--- src/rtl/exec_stage_pkg.sv ---
// Shared definitions for the execute stage and its externally connected ALU:
// opcodes, ALU selects, CCR bit positions and the stage FSM encoding.
package exec_stage_pkg;

  typedef enum logic [1:0] {
    ST_IDLE   = 2'd0,
    ST_EXEC   = 2'd1,
    ST_RETIRE = 2'd2
  } state_t;

  localparam logic [3:0] OP_LDA = 4'h8;
  localparam logic [3:0] OP_LDB = 4'h9;
  localparam logic [3:0] OP_CMP = 4'hA;
  localparam logic [3:0] OP_CLC = 4'hB;

  localparam logic [2:0] ALU_SEL_NONE = 3'b000;
  localparam logic [2:0] ALU_SEL_SUB  = 3'b001;

  localparam int unsigned CCR_N = 3;
  localparam int unsigned CCR_Z = 2;
  localparam int unsigned CCR_V = 1;
  localparam int unsigned CCR_C = 0;

  // ALU operation requested by an opcode while it is in EXEC.
  function automatic logic [2:0] alu_sel_for(input logic [3:0] op);
    if (!op[3])
      return op[2:0];
    else if (op == OP_CMP)
      return ALU_SEL_SUB;
    else
      return ALU_SEL_NONE;
  endfunction

  function automatic logic is_reserved(input logic [3:0] op);
    return op[3] && op[2];
  endfunction

endpackage

--- src/rtl/exec_stage.sv ---
// Three-state execute stage: accepts one command, drives the external ALU for
// one cycle, then retires it by updating A/B/CCR and pulsing DONE (and ERR).
module exec_stage
  import exec_stage_pkg::*;
#(
  parameter logic [3:0] CCR_RESET = 4'h0
) (
  input  logic       CLK,
  input  logic       RESET,
  input  logic       CMD_VALID,
  output logic       CMD_READY,
  input  logic [3:0] CMD_OP,
  input  logic       CMD_DEST,
  input  logic [7:0] CMD_IMM,
  output logic [7:0] ALU_A,
  output logic [7:0] ALU_B,
  output logic [2:0] ALU_SEL,
  input  logic [7:0] ALU_RESULT,
  input  logic [3:0] ALU_NZVC,
  output logic [7:0] REG_A,
  output logic [7:0] REG_B,
  output logic [3:0] CCR,
  output logic       DONE,
  output logic       ERR
);

  state_t     state;
  logic [3:0] op_q;
  logic       dest_q;
  logic [7:0] imm_q;

  assign CMD_READY = (state == ST_IDLE) && !RESET;
  assign ALU_A     = REG_A;
  assign ALU_B     = REG_B;

  always_ff @(posedge CLK) begin
    if (RESET) begin
      state   <= ST_IDLE;
      op_q    <= '0;
      dest_q  <= 1'b0;
      imm_q   <= '0;
      REG_A   <= '0;
      REG_B   <= '0;
      CCR     <= CCR_RESET;
      DONE    <= 1'b0;
      ERR     <= 1'b0;
      ALU_SEL <= ALU_SEL_NONE;
    end else begin
      DONE <= 1'b0;
      ERR  <= 1'b0;
      case (state)
        ST_IDLE: begin
          // READY is simply "IDLE and not in reset", so VALID alone completes the handshake here.
          if (CMD_VALID) begin
            op_q    <= CMD_OP;
            dest_q  <= CMD_DEST;
            imm_q   <= CMD_IMM;
            ALU_SEL <= alu_sel_for(CMD_OP);
            state   <= ST_EXEC;
          end
        end
        ST_EXEC: begin
          ALU_SEL <= ALU_SEL_NONE;
          DONE    <= 1'b1;
          ERR     <= is_reserved(op_q);
          state   <= ST_RETIRE;
          if (!op_q[3]) begin
            if (dest_q)
              REG_B <= ALU_RESULT;
            else
              REG_A <= ALU_RESULT;
            CCR <= ALU_NZVC;
          end else begin
            case (op_q)
              OP_LDA: begin
                REG_A      <= imm_q;
                CCR[CCR_N] <= imm_q[7];
                CCR[CCR_Z] <= (imm_q == 8'h00);
              end
              OP_LDB: begin
                REG_B      <= imm_q;
                CCR[CCR_N] <= imm_q[7];
                CCR[CCR_Z] <= (imm_q == 8'h00);
              end
              OP_CMP:  CCR <= ALU_NZVC;
              OP_CLC:  CCR <= '0;
              default: ;
            endcase
          end
        end
        ST_RETIRE: state <= ST_IDLE;
        default:   state <= ST_IDLE;
      endcase
    end
  end

endmodule

--- config.mk ---
export PLATFORM = sky130hd
export DESIGN_NAME = exec_stage
export DESIGN_NICKNAME = d
export VERILOG_FILES = /design/src/rtl/exec_stage_pkg.sv /design/src/rtl/exec_stage.sv
export SDC_FILE = /design/constraint.sdc
export NUM_CORES = 1
export LEC_CHECK = 0
export CAP_MARGIN = 10
export CORE_ASPECT_RATIO = 0.75
export CORE_MARGIN = 10
export CORE_UTILIZATION = 44
export CTS_CLUSTER_DIAMETER = 100
export CTS_CLUSTER_SIZE = 16
export DETAILED_ROUTE_END_ITERATION = 6
export GPL_TIMING_DRIVEN = 1
export PLACE_DENSITY = 0.8
export SYNTH_ARGS = -nofsm -noshare
export SYNTH_HDL_FRONTEND = slang
export SYNTH_SLANG_ARGS = --single-unit
export TNS_END_PERCENT = 30
--- constraint.sdc ---
create_clock -name CLK -period 1.85 [get_ports CLK]
set_input_delay 0.37 -clock CLK [delete_from_list [all_inputs] [get_ports CLK]]
set_output_delay 0.37 -clock CLK [all_outputs]
set_load 0.005 [all_outputs]
# Word level (Yosys, flattened, before mapping)
# Cells that the tools add are included.
[word_totals] ff_bits=40 in_bits=28 elab_cells=55
[classes] eq_ne=12 muxes=16 reduce_logical=15 bitwise_logic=1
[ops] op="8-bit 2-to-1 mux" n=6
[ops] op="4-bit equality test, second input constant" n=5
[ops] op="8-bit zero test" n=1
[ops] op="2-bit case mux with 2 select lines" n=2
[ops] op="2-bit AND reduction" n=4
[ops] op="3-bit 2-to-1 mux" n=2
[ops] op="2-bit case mux with 3 select lines" n=1
[ops] op="3-bit case mux with 2 select lines" n=1
[ops] op="3-bit AND reduction" n=2
[ops] op="4-bit 2-to-1 mux" n=1
[ops] op="2-bit by 1-bit != test with 1-bit output, second input constant" n=2
[ops] op="2-bit != test, second input constant" n=2
[ops] op="4-bit by 2-bit != test with 1-bit output, second input constant" n=1
[ops] op="2-bit nonzero test" n=2
[ops] op="2-bit OR reduction" n=2
[ops] op="3-bit by 1-bit != test with 1-bit output, second input constant" n=1
[ops] op="2-bit by 1-bit equality test with 1-bit output, second input constant" n=1
[ops] op="1-bit logical AND" n=2
[ops] op="2-bit zero test" n=1
[ops] op="1-bit 2-to-1 mux" n=2
[ops] op="2-bit 2-to-1 mux" n=1
[ops] op="1-bit zero test" n=1
[ops] op="1-bit inverter" n=1

# Logic depth before layout (Yosys ltp)
# Gate-level depths: netlist of the first run.
[logic_depth] depth_word=5 ltp_mapped=6

# Least setup slack after synthesis of the first run
# No wires, ideal clock.
[synth_path] kind="input port to output port" startpoint="in RESET" endpoint="out CMD_READY" t_arrival_ns=1.018 setup_slack_ns=0.462 required_time_ns=1.480 path_stages=3 path_cell_list="clkbuf_1 clkbuf_1 nor3_1"
[synth_via] elab_chain_len=2
[synth_rtl] element="from (decl)" line_no="exec_stage.sv:9" text="input logic RESET,"
[synth_rtl] element="1-bit zero test" line_no="exec_stage.sv:32" text="assign CMD_READY = (state == ST_IDLE) && !RESET;"
[synth_rtl] element="1-bit logical AND" line_no="exec_stage.sv:32"
[synth_rtl] element="to (decl)" line_no="exec_stage.sv:11" text="output logic CMD_READY,"
# Every way passes these cells.

# Final worst setup path of the first run
[layout_path] startpoint="reg state[1]" endpoint="out CMD_READY"
[layout_via] elab_chain_len=2
[layout_rtl] element="from (decl)" line_no="exec_stage.sv:27" text="state_t state;"
[layout_rtl] element="from (signal assigned)" line_no="exec_stage.sv:38" text="state <= ST_IDLE;"
[layout_rtl] element="from (signal assigned)" line_no="exec_stage.sv:59" text="state <= ST_EXEC;"
[layout_rtl] element="from (signal assigned)" line_no="exec_stage.sv:66" text="state <= ST_RETIRE;"
[layout_rtl] element="2-bit zero test" line_no="exec_stage.sv:32"
[layout_rtl] element="1-bit logical AND" line_no="exec_stage.sv:32"
# Every way passes these cells.

==> results of run 1 <==
==> final cells by class <==
class | instances | share of cell area, %
Sequential cell | 40 | 30.5
Inverter | 2 | 0.286
Tap cell | 55 | 2.63
Timing Repair Buffer | 80 | 29.3
Multi-Input combinational cell | 140 | 33.8
Clock buffer | 8 | 3.44
==> stage by stage <==
step           power, uW  worst slack [ns]  hold slack, ns  area [sq um]
6_report            1840             0.104           0.482          2620
3_3_place_gp        1270             0.125           0.463          2530
5_1_grt             1920            0.0185           0.511          2620
4_1_cts             1860            0.0701           0.485          2620
2_1_floorplan       1110             0.462           0.449          1860
3_5_place_dp        1270            0.0855           0.474          2530
==> cell families after synthesis <==
kind of cell    Yosys count  synth area share (%)
compound gates           35                  11.9
buf+inv                  30                  9.80
flops                    40                  43.0
mux                      18                  10.2
simple gates             87                  25.1
==> cells in the mapped netlist, drive strengths merged, types with 3 or more instances <==
library cell | count | area share (%)
mux2 | 8 | 4.8
o31ai | 8 | 3.2
clkbuf | 5 | 1.0
mux2i | 10 | 5.4
dfxtp | 40 | 43
buf | 23 | 8.4
nand2 | 31 | 6.4
nor2 | 17 | 3.4
nand3b | 9 | 3.6
o21ai | 3 | 1.0
nor3 | 3 | 1.1
nor2b | 9 | 3.0
a21oi | 19 | 5.1
nand2b | 4 | 1.3
==> worst min path at each step <==
stage / slack (ns) / cells past startpoint / endpoint / from
3_3_place_gp: 0.46 / 2 / imm_q[2]$_SDFFE_PP0P_ / imm_q[2]$_SDFFE_PP0P_
2_1_floorplan: 0.45 / 2 / imm_q[4]$_SDFFE_PP0P_ / imm_q[4]$_SDFFE_PP0P_
5_1_grt: 0.51 / 2 / imm_q[4]$_SDFFE_PP0P_ / imm_q[4]$_SDFFE_PP0P_
4_1_cts: 0.49 / 2 / imm_q[2]$_SDFFE_PP0P_ / imm_q[2]$_SDFFE_PP0P_
3_5_place_dp: 0.47 / 2 / imm_q[2]$_SDFFE_PP0P_ / imm_q[2]$_SDFFE_PP0P_
6_report: 0.48 / 2 / imm_q[2]$_SDFFE_PP0P_ / imm_q[2]$_SDFFE_PP0P_
==> worst register-to-register path, cell delays in order, from the launching register on <==
cell	delay [ns]
sky130_fd_sc_hd__dfxtp_1	0.48
sky130_fd_sc_hd__buf_4	0.21
sky130_fd_sc_hd__mux2i_1	0.35
sky130_fd_sc_hd__nor2_1	0.07
sky130_fd_sc_hd__mux2_2	0.28
==> flip-flops by register name (all words and copies together) (netlist names) <==
signal,flops
ALU_A,8
ALU_B,8
ALU_SEL,3
CCR,4
DONE,1
ERR,1
dest_q,1
imm_q,8
op_q,4
state,2
==> per-layer routing <==
| layer | up-vias | wire [microns] |
|---|---|---|
| li1 | 820 | - |
| met1 | 734 | 2270 |
| met2 | 50 | 2240 |
| met3 | 7 | 298 |
| met4 | 0 | 82 |
| met5 | - | 0 |
==> power by group through the flow <==
stage,combinational [uW],clock (uW),sequential [uW]
floorplan,160,0,949
global placement,313,0,956
detailed placement,316,0,958
CTS,319,601,938
global route,346,633,945
finish,318,584,938
==> timing repair <==
action                                  in CTS  in global routing
hold buffers                                 0                  0
resized for setup                            0                  1
endpoints found under the setup margin       0                  1
==> out/qor_table.md, run 1 <==
| Group | Quantity | This run |
|:---|:---|:---|
| critical path | Critical Path Slowest Stage Cell | sky130_fd_sc_hd__clkdlybuf4s50_1 |
| critical path | Worst reg2reg path depth | 4 |
| final layout | Layout Area Growth over Synthesis | 40.6% |
| global routing | Via count of the first global-routing pass | 1543 |
| drt | Vias after detailed routing | 1611 |
| yosys | Cell count after synthesis | 210 |
| global routing | Wire length of the first global-routing pass | 7660 microns |
| global routing | Maximum number of pins on one net before global-route repair | 57 |
| yosys | Post-synthesis sequential area ratio | 43.0% |
| drt | TritonRoute pass-1 iters | 4 |
| sta | Highest Clock Rate | 573 MHz |
| pwr | Power share of the sequential group | 51.0% |
| yosys | Cell area after synthesis | 1860 sq um |
| yosys | Mean post-synth cell area | 8.88 sq um |
| final layout | Commonest cells after routing, fill and taps aside | sky130_fd_sc_hd__clkdlybuf4s50_1, sky130_fd_sc_hd__dfxtp_1, sky130_fd_sc_hd__nand2_1 |
| sta | Time the final worst path needs with I/O delays and setup | 1.75 ns |
| floorplanning | Total die area | 7270 sq um |
| critical path | Type of the setup path with the least slack | flop to output port |
| pwr | Power density of the placed cells | 702 nW/um^2 |
| floorplanning | Total number of placement rows | 20 |
| global routing | Met1 Use GR | 16.4% |
| critical path | CP Cell Sequence | nor3_2, clkdlybuf4s50_1 |
| clock tree | Buffer type at the clock tree root | sky130_fd_sc_hd__clkbuf_8 |
| critical path | Start point of the critical path | state[1]$_SDFFE_PP0P_ |
| sta | Endpoints failing setup | 0 |
| placed design | Final RePlAce weighted congestion | 0.819 |
| floorplanning | Die height | 76.4 microns |
| clock tree | Number of CTS-inserted buffers | 5 |
| job | Count of maximum capacitance violations | 0 |
| critical path | Element type at the critical path end | output port |
| floorplanning | Starting density of the core | 45.7% |
| yosys | Flip-flop cell with the highest count after synthesis | sky130_fd_sc_hd__dfxtp_1 |
| final layout | Fill cell count | 353 |
| critical path | Critical path required time | 1.48 ns |
| floorplanning | Die Span X | 95.2 microns |
| clock tree | Clock slew seen by the registers of the worst setup and hold paths | 0.07 ns |
| clock tree | Number of H-tree levels | 2 |
| sta | Period Utilization, post-route | 94.4% |
| sta | Setup clock skew after layout | 0.00283 ns |
| global routing | Initial antenna violation count | 0 |
| pwr | Switching power total | 455 uW |
| drt | Drt first-iter violations | 107 |
| yosys | Number of synthesized flops with an enable pin | 0 |
| critical path | Arrival @ worst endpoint | 1.38 ns |
| global routing | Met2 usage | 20.1% |
| drt | DRC violations left | 0 |
| outcome | Run status | completed |
| yosys | Number of warnings printed during yosys synthesis | 0 |
| yosys | Number of register bits inferred by synthesis | 40 |
| critical path | Worst R2R End | ALU_B[3]$_SDFFE_PP0P_ |
| min path | Worst hold-check path type | flop to flop |
| clock tree | Number of buffers between clock root and the deepest sink | 2 |
| placed design | Half-perimeter wire length after detailed placement | 3790 microns |
| sta | Slew Limit Fails | 0 |
| critical path | Reg2Reg Launch Point | op_q[3]$_SDFFE_PP0P_ |
| sta | Number of hold-slack violations in the final timing report | 0 |
| drt | Via-to-Cell Ratio | 4.96 |
| final layout | Sequential cell area | 801 sq um |
| final layout | Final layout net count | 297 |
| clock tree | Post-CTS Repair Setup Buffers | 0 |
| pwr | P_int | 1390 uW |
| placed design | Placed cell count | 317 |
| global routing | Global routing's busiest layer | met2 |
| pwr | Sw frac | 24.7% |
| final layout | Most common cell after layout, fill and taps aside | sky130_fd_sc_hd__clkdlybuf4s50_1 |
| final layout | N_diodes | 0 |
| drt | Wirelength per Cell | 15.0 microns |
| critical path | Type of element launching the critical path | flop |
| critical path | Logic depth of the worst path, buffers included | 2 |
| final layout | Layout Cells excl Fill | 325 |
| pwr | Leakage power of the design | 0.000961 uW |
| sta | Actual slew at the worst max-slew pin | 0.491 ns |
| yosys | FFs w/ async S/R, synth | 0% |
| critical path | R2r setup slk | 0.35 ns |
| pwr | Clock network power share | 31.8% |
| pwr | Gate power share | 17.3% |
| final layout | Final Util | 64.3% |
| critical path | Stage delay of the slowest cell on the critical path | 0.52 ns |
| pwr | Max rail drop VDD | 452 uV |
| placed design | Number of buffers added on ports | 69 |
| clock tree | Clock latency on the worst-skew pair | 0.28 ns |
| drt | Total length of routed wires | 4890 microns |
| clock tree | Clock tree from TritonCTS | done |
| drt | Remaining antenna violation count | 0 |
| yosys | Net count after synthesis | 238 |
| clock tree | CTS Sinks | 40 |
| critical path | Largest fanout on the critical path | 7 |
| critical path | Delay-heaviest family, CP | buffers and inverters |
| critical path | Worst Setup EP | CMD_READY |
| floorplanning | Boundary Pins | 70 |
| yosys | Count of unique library cells instantiated by Yosys | 35 |
| sta | Setup tns final | 0 ns |
| floorplanning | Core Region | 4080 sq um |
| sta | Setup repair after global routing missed its margin | no |
| global routing | All-Layer GR Usage | 13.1% |
| critical path | Crit path buf inv count | 1 |
| global routing | GRT Residual Overflow | 0 |
| global routing | Met3 Usage GRT | 3.84% |
| final layout | Layout cells sized above 1 | 12.6% |
| final layout | Combined area of the multi-input logic cells | 886 sq um |
| sta | Worst relative slew slack | 67.2% |
No activity file was read; power rests on OpenSTA's default activity.
==> run 2, diff against run 1 <==
- CAP_MARGIN: 10 -> unset
- CORE_ASPECT_RATIO: 0.75 -> 0.5
- SETUP_SLACK_MARGIN: unset -> 0.2
==> out/qor_table.md, run 2 (synthesized netlist as in run 1, its figures left out) <==
| Group | Quantity | This run | Change |
|:---|:---|:---|:---|
| critical path | Delay-heaviest family, CP | buffers and inverters |  |
| critical path | Type of the setup path with the least slack | flop to output port |  |
| global routing | Maximum number of pins on one net before global-route repair | 57 | unchanged |
| pwr | Switching power total | 465 uW | +2.2% |
| placed design | Number of buffers added on ports | 69 | unchanged |
| final layout | Layout cells sized above 1 | 11.4% | -1.2 points |
| clock tree | Number of H-tree levels | 2 | unchanged |
| global routing | Wire length of the first global-routing pass | 7740 microns | +1.1% |
| pwr | Clock network power share | 35.9% | +4.1 points |
| pwr | Leakage power of the design | 0.000945 uW | -1.6% |
| floorplanning | Die height | 66.0 microns | -14% |
| clock tree | Number of CTS-inserted buffers | 5 | unchanged |
| critical path | Arrival @ worst endpoint | 1.20 ns | -0.18 ns |
| drt | Detailed-route wire length on metal 1 | 1960 microns | -14% |
| drt | Total length of routed wires | 4770 microns | -2.5% |
| sta | Actual slew at the worst max-slew pin | 0.505 ns | +0.0136 ns |
| critical path | Stage delay of the slowest cell on the critical path | 0.54 ns | +0.02 ns |
| drt | TritonRoute pass-1 iters | 4 | unchanged |
| clock tree | Number of buffers between clock root and the deepest sink | 2 | unchanged |
| drt | Wirelength per Cell | 15.0 microns | -0.31% |
| clock tree | Post-CTS Repair Setup Buffers | 0 | unchanged |
| placed design | Placed cell count | 310 | -2.2% |
| critical path | Worst reg2reg path depth | 4 | unchanged |
| clock tree | Clock tree from TritonCTS | done |  |
| drt | Remaining antenna violation count | 0 | unchanged |
| global routing | Via count of the first global-routing pass | 1582 | +2.5% |
| final layout | N_diodes | 0 | unchanged |
| global routing | Initial antenna violation count | 0 | unchanged |
| drt | Via-to-Cell Ratio | 5.08 | +2.5% |
| critical path | Element type at the critical path end | output port |  |
| clock tree | Buffer type at the clock tree root | sky130_fd_sc_hd__clkbuf_8 |  |
| final layout | Final layout net count | 291 | -2.0% |
| drt | Drt first-iter violations | 56 | -48% |
| clock tree | CTS Sinks | 40 | unchanged |
| critical path | Reg2Reg Launch Point | op_q[3]$_SDFFE_PP0P_ |  |
| final layout | Final Util | 65.3% | +1.0 points |
| pwr | Power share of the sequential group | 48.5% | -2.5 points |
| critical path | Worst R2R End | ALU_B[4]$_SDFFE_PP0P_ |  |
| final layout | Layout Area Growth over Synthesis | 39.5% |  |
| clock tree | Clock latency on the worst-skew pair | 0.29 ns | about the same |
| sta | Period Utilization, post-route | 85.0% | -9.4 points |
| pwr | Power density of the placed cells | 745 nW/um^2 | +6.1% |
| floorplanning | Total die area | 7400 sq um | +1.8% |
| floorplanning | Total number of placement rows | 16 | -20% |
| clock tree | Clock slew seen by the registers of the worst setup and hold paths | 0.07 ns | about the same |
| floorplanning | Boundary Pins | 70 | unchanged |
| min path | Worst hold-check path type | flop to flop |  |
| pwr | Gate power share | 15.5% | -1.8 points |
| sta | Setup clock skew after layout | 0.00493 ns | +0.00210 ns |
| critical path | R2r setup slk | 0.43 ns | +0.08 ns |
| sta | Setup repair after global routing missed its margin | no |  |
| global routing | All-Layer GR Usage | 12.8% | -0.30 points |
| pwr | Max rail drop VDD | 402 uV | -11% |
| placed design | Half-perimeter wire length after detailed placement | 3740 microns | -1.4% |
| critical path | Crit path buf inv count | 1 | unchanged |
| drt | Routed length on met3 | 319 microns | +7.0% |
| min path | Worst Min Path Start | imm_q[6]$_SDFFE_PP0P_ |  |
| placed design | Final RePlAce weighted congestion | 0.840 | +2.5% |
| drt | Uppermost routed layer | met4 |  |
| final layout | Layout Cells excl Fill | 318 | -2.2% |
| critical path | Critical Path Slowest Stage Cell | sky130_fd_sc_hd__clkdlybuf4s50_1 |  |
| drt | Met2 routed wirelength | 2440 microns | +9.0% |
| floorplanning | Die Span X | 112 microns | +18% |
| floorplanning | Starting density of the core | 46.8% | +1.1 points |
| global routing | GRT Residual Overflow | 0 | unchanged |
| pwr | Total power consumption of the routed design | 1940 uW | +5.3% |
| pwr | Sw frac | 24.0% | -0.71 points |
| final layout | Commonest cells after routing, fill and taps aside | sky130_fd_sc_hd__clkdlybuf4s50_1, sky130_fd_sc_hd__dfxtp_1, sky130_fd_sc_hd__nand2_1 |  |
| job | Count of maximum capacitance violations | 0 | unchanged |
| sta | Endpoints failing setup | 0 | unchanged |
| sta | Number of hold-slack violations in the final timing report | 0 | unchanged |
| critical path | Type of element launching the critical path | flop |  |
| final layout | Most common cell after layout, fill and taps aside | sky130_fd_sc_hd__clkdlybuf4s50_1 |  |
| floorplanning | Core Region | 3980 sq um | -2.3% |
| pwr | P_int | 1470 uW | +6.3% |
| sta | Slew Limit Fails | 0 | unchanged |
| critical path | Largest fanout on the critical path | 3 | -4 |
| sta | Highest Clock Rate | 636 MHz | +11% |
| drt | Vias after detailed routing | 1615 | +0.25% |
| critical path | Worst Setup EP | ALU_A[0] |  |
| drt | DRC violations left | 0 | unchanged |
| sta | Time the final worst path needs with I/O delays and setup | 1.57 ns | -0.173 ns |
| sta | Worst relative slew slack | 66.3% | -0.90 points |
| outcome | Run status | completed |  |
| critical path | Start point of the critical path | ALU_A[0]$_SDFFE_PP0P_ |  |
| critical path | Critical path required time | 1.48 ns | about the same |
| critical path | CP Cell Sequence | clkdlybuf4s50_1 |  |
| final layout | Fill cell count | 347 | -1.7% |
| critical path | Logic depth of the worst path, buffers included | 1 | -1 |
| sta | Setup tns final | 0 ns | unchanged |
[run 2: cell types whose count changed in the layout (fill, tap and decap cells not counted)]
cell / before / now
sky130_fd_sc_hd__buf_4: 11 / 4
sky130_fd_sc_hd__dfxtp_1: 40 / 38
sky130_fd_sc_hd__dfxtp_2: 0 / 2
sky130_fd_sc_hd__buf_12: 0 / 1
sky130_fd_sc_hd__bufinv_16: 0 / 1
sky130_fd_sc_hd__clkbuf_1: 2 / 1
sky130_fd_sc_hd__clkbuf_8: 6 / 5
sky130_fd_sc_hd__clkdlybuf4s50_1: 68 / 67
sky130_fd_sc_hd__clkinv_2: 0 / 1
sky130_fd_sc_hd__dlygate4sd2_1: 0 / 1
sky130_fd_sc_hd__nor3_1: 1 / 2
sky130_fd_sc_hd__nor3_2: 2 / 1
[run 2: metrics by stage]
stage	worst slack [ns]	hold WS, ns	instance area, sq um
after floorplan	0.462	0.449	1860
after global placement	0.0733	0.461	2490
after detailed placement	0.0257	0.467	2490
after CTS	0.254	0.476	2600
after global routing	0.240	0.508	2600
final	0.277	0.475	2600
[run 2: worst min path at each step]
stage                             to  slack, ns  cells past startpoint
6_report       imm_q[6]$_SDFFE_PP0P_       0.47                      2
5_1_grt        imm_q[6]$_SDFFE_PP0P_       0.51                      2
4_1_cts        imm_q[6]$_SDFFE_PP0P_       0.48                      2
3_5_place_dp   imm_q[6]$_SDFFE_PP0P_       0.47                      2
3_3_place_gp   imm_q[3]$_SDFFE_PP0P_       0.46                      2
2_1_floorplan  imm_q[4]$_SDFFE_PP0P_       0.45                      2
[run 2: area by class of cell]
type / instances / area [sq um] / area share, %
flip-flops and latches: 40 / 803 / 30.9
clock inverters: 2 / 35.0 / 1.35
multi-input cells: 140 / 881 / 33.9
inverters: 2 / 7.51 / 0.289
repair buffers: 74 / 734 / 28.2
well taps: 54 / 67.6 / 2.60
clock buffers: 6 / 72.6 / 2.79
[run 2: power by group through the flow]
stage | logic, uW | registers, uW | clock network (uW)
after floorplan | 160 | 949 | 0
after global placement | 299 | 958 | 0
after detailed placement | 305 | 960 | 0
after CTS | 305 | 940 | 706
after global routing | 330 | 947 | 743
final | 301 | 940 | 696
[run 2: per-layer routing]
metal	vias up	global-route usage [%]
met1	750	14.3
li1	812	-
met2	48	22.6
met3	5	4.53
met5	-	0
met4	0	4.25
[run 2: repair_timing]
item                                   CTS  global route
resized for setup                        2             1
hold buffers                             0             0
endpoints found under the hold margin    0             0
setup endpoints to repair                1             8
gates cloned                             0             0
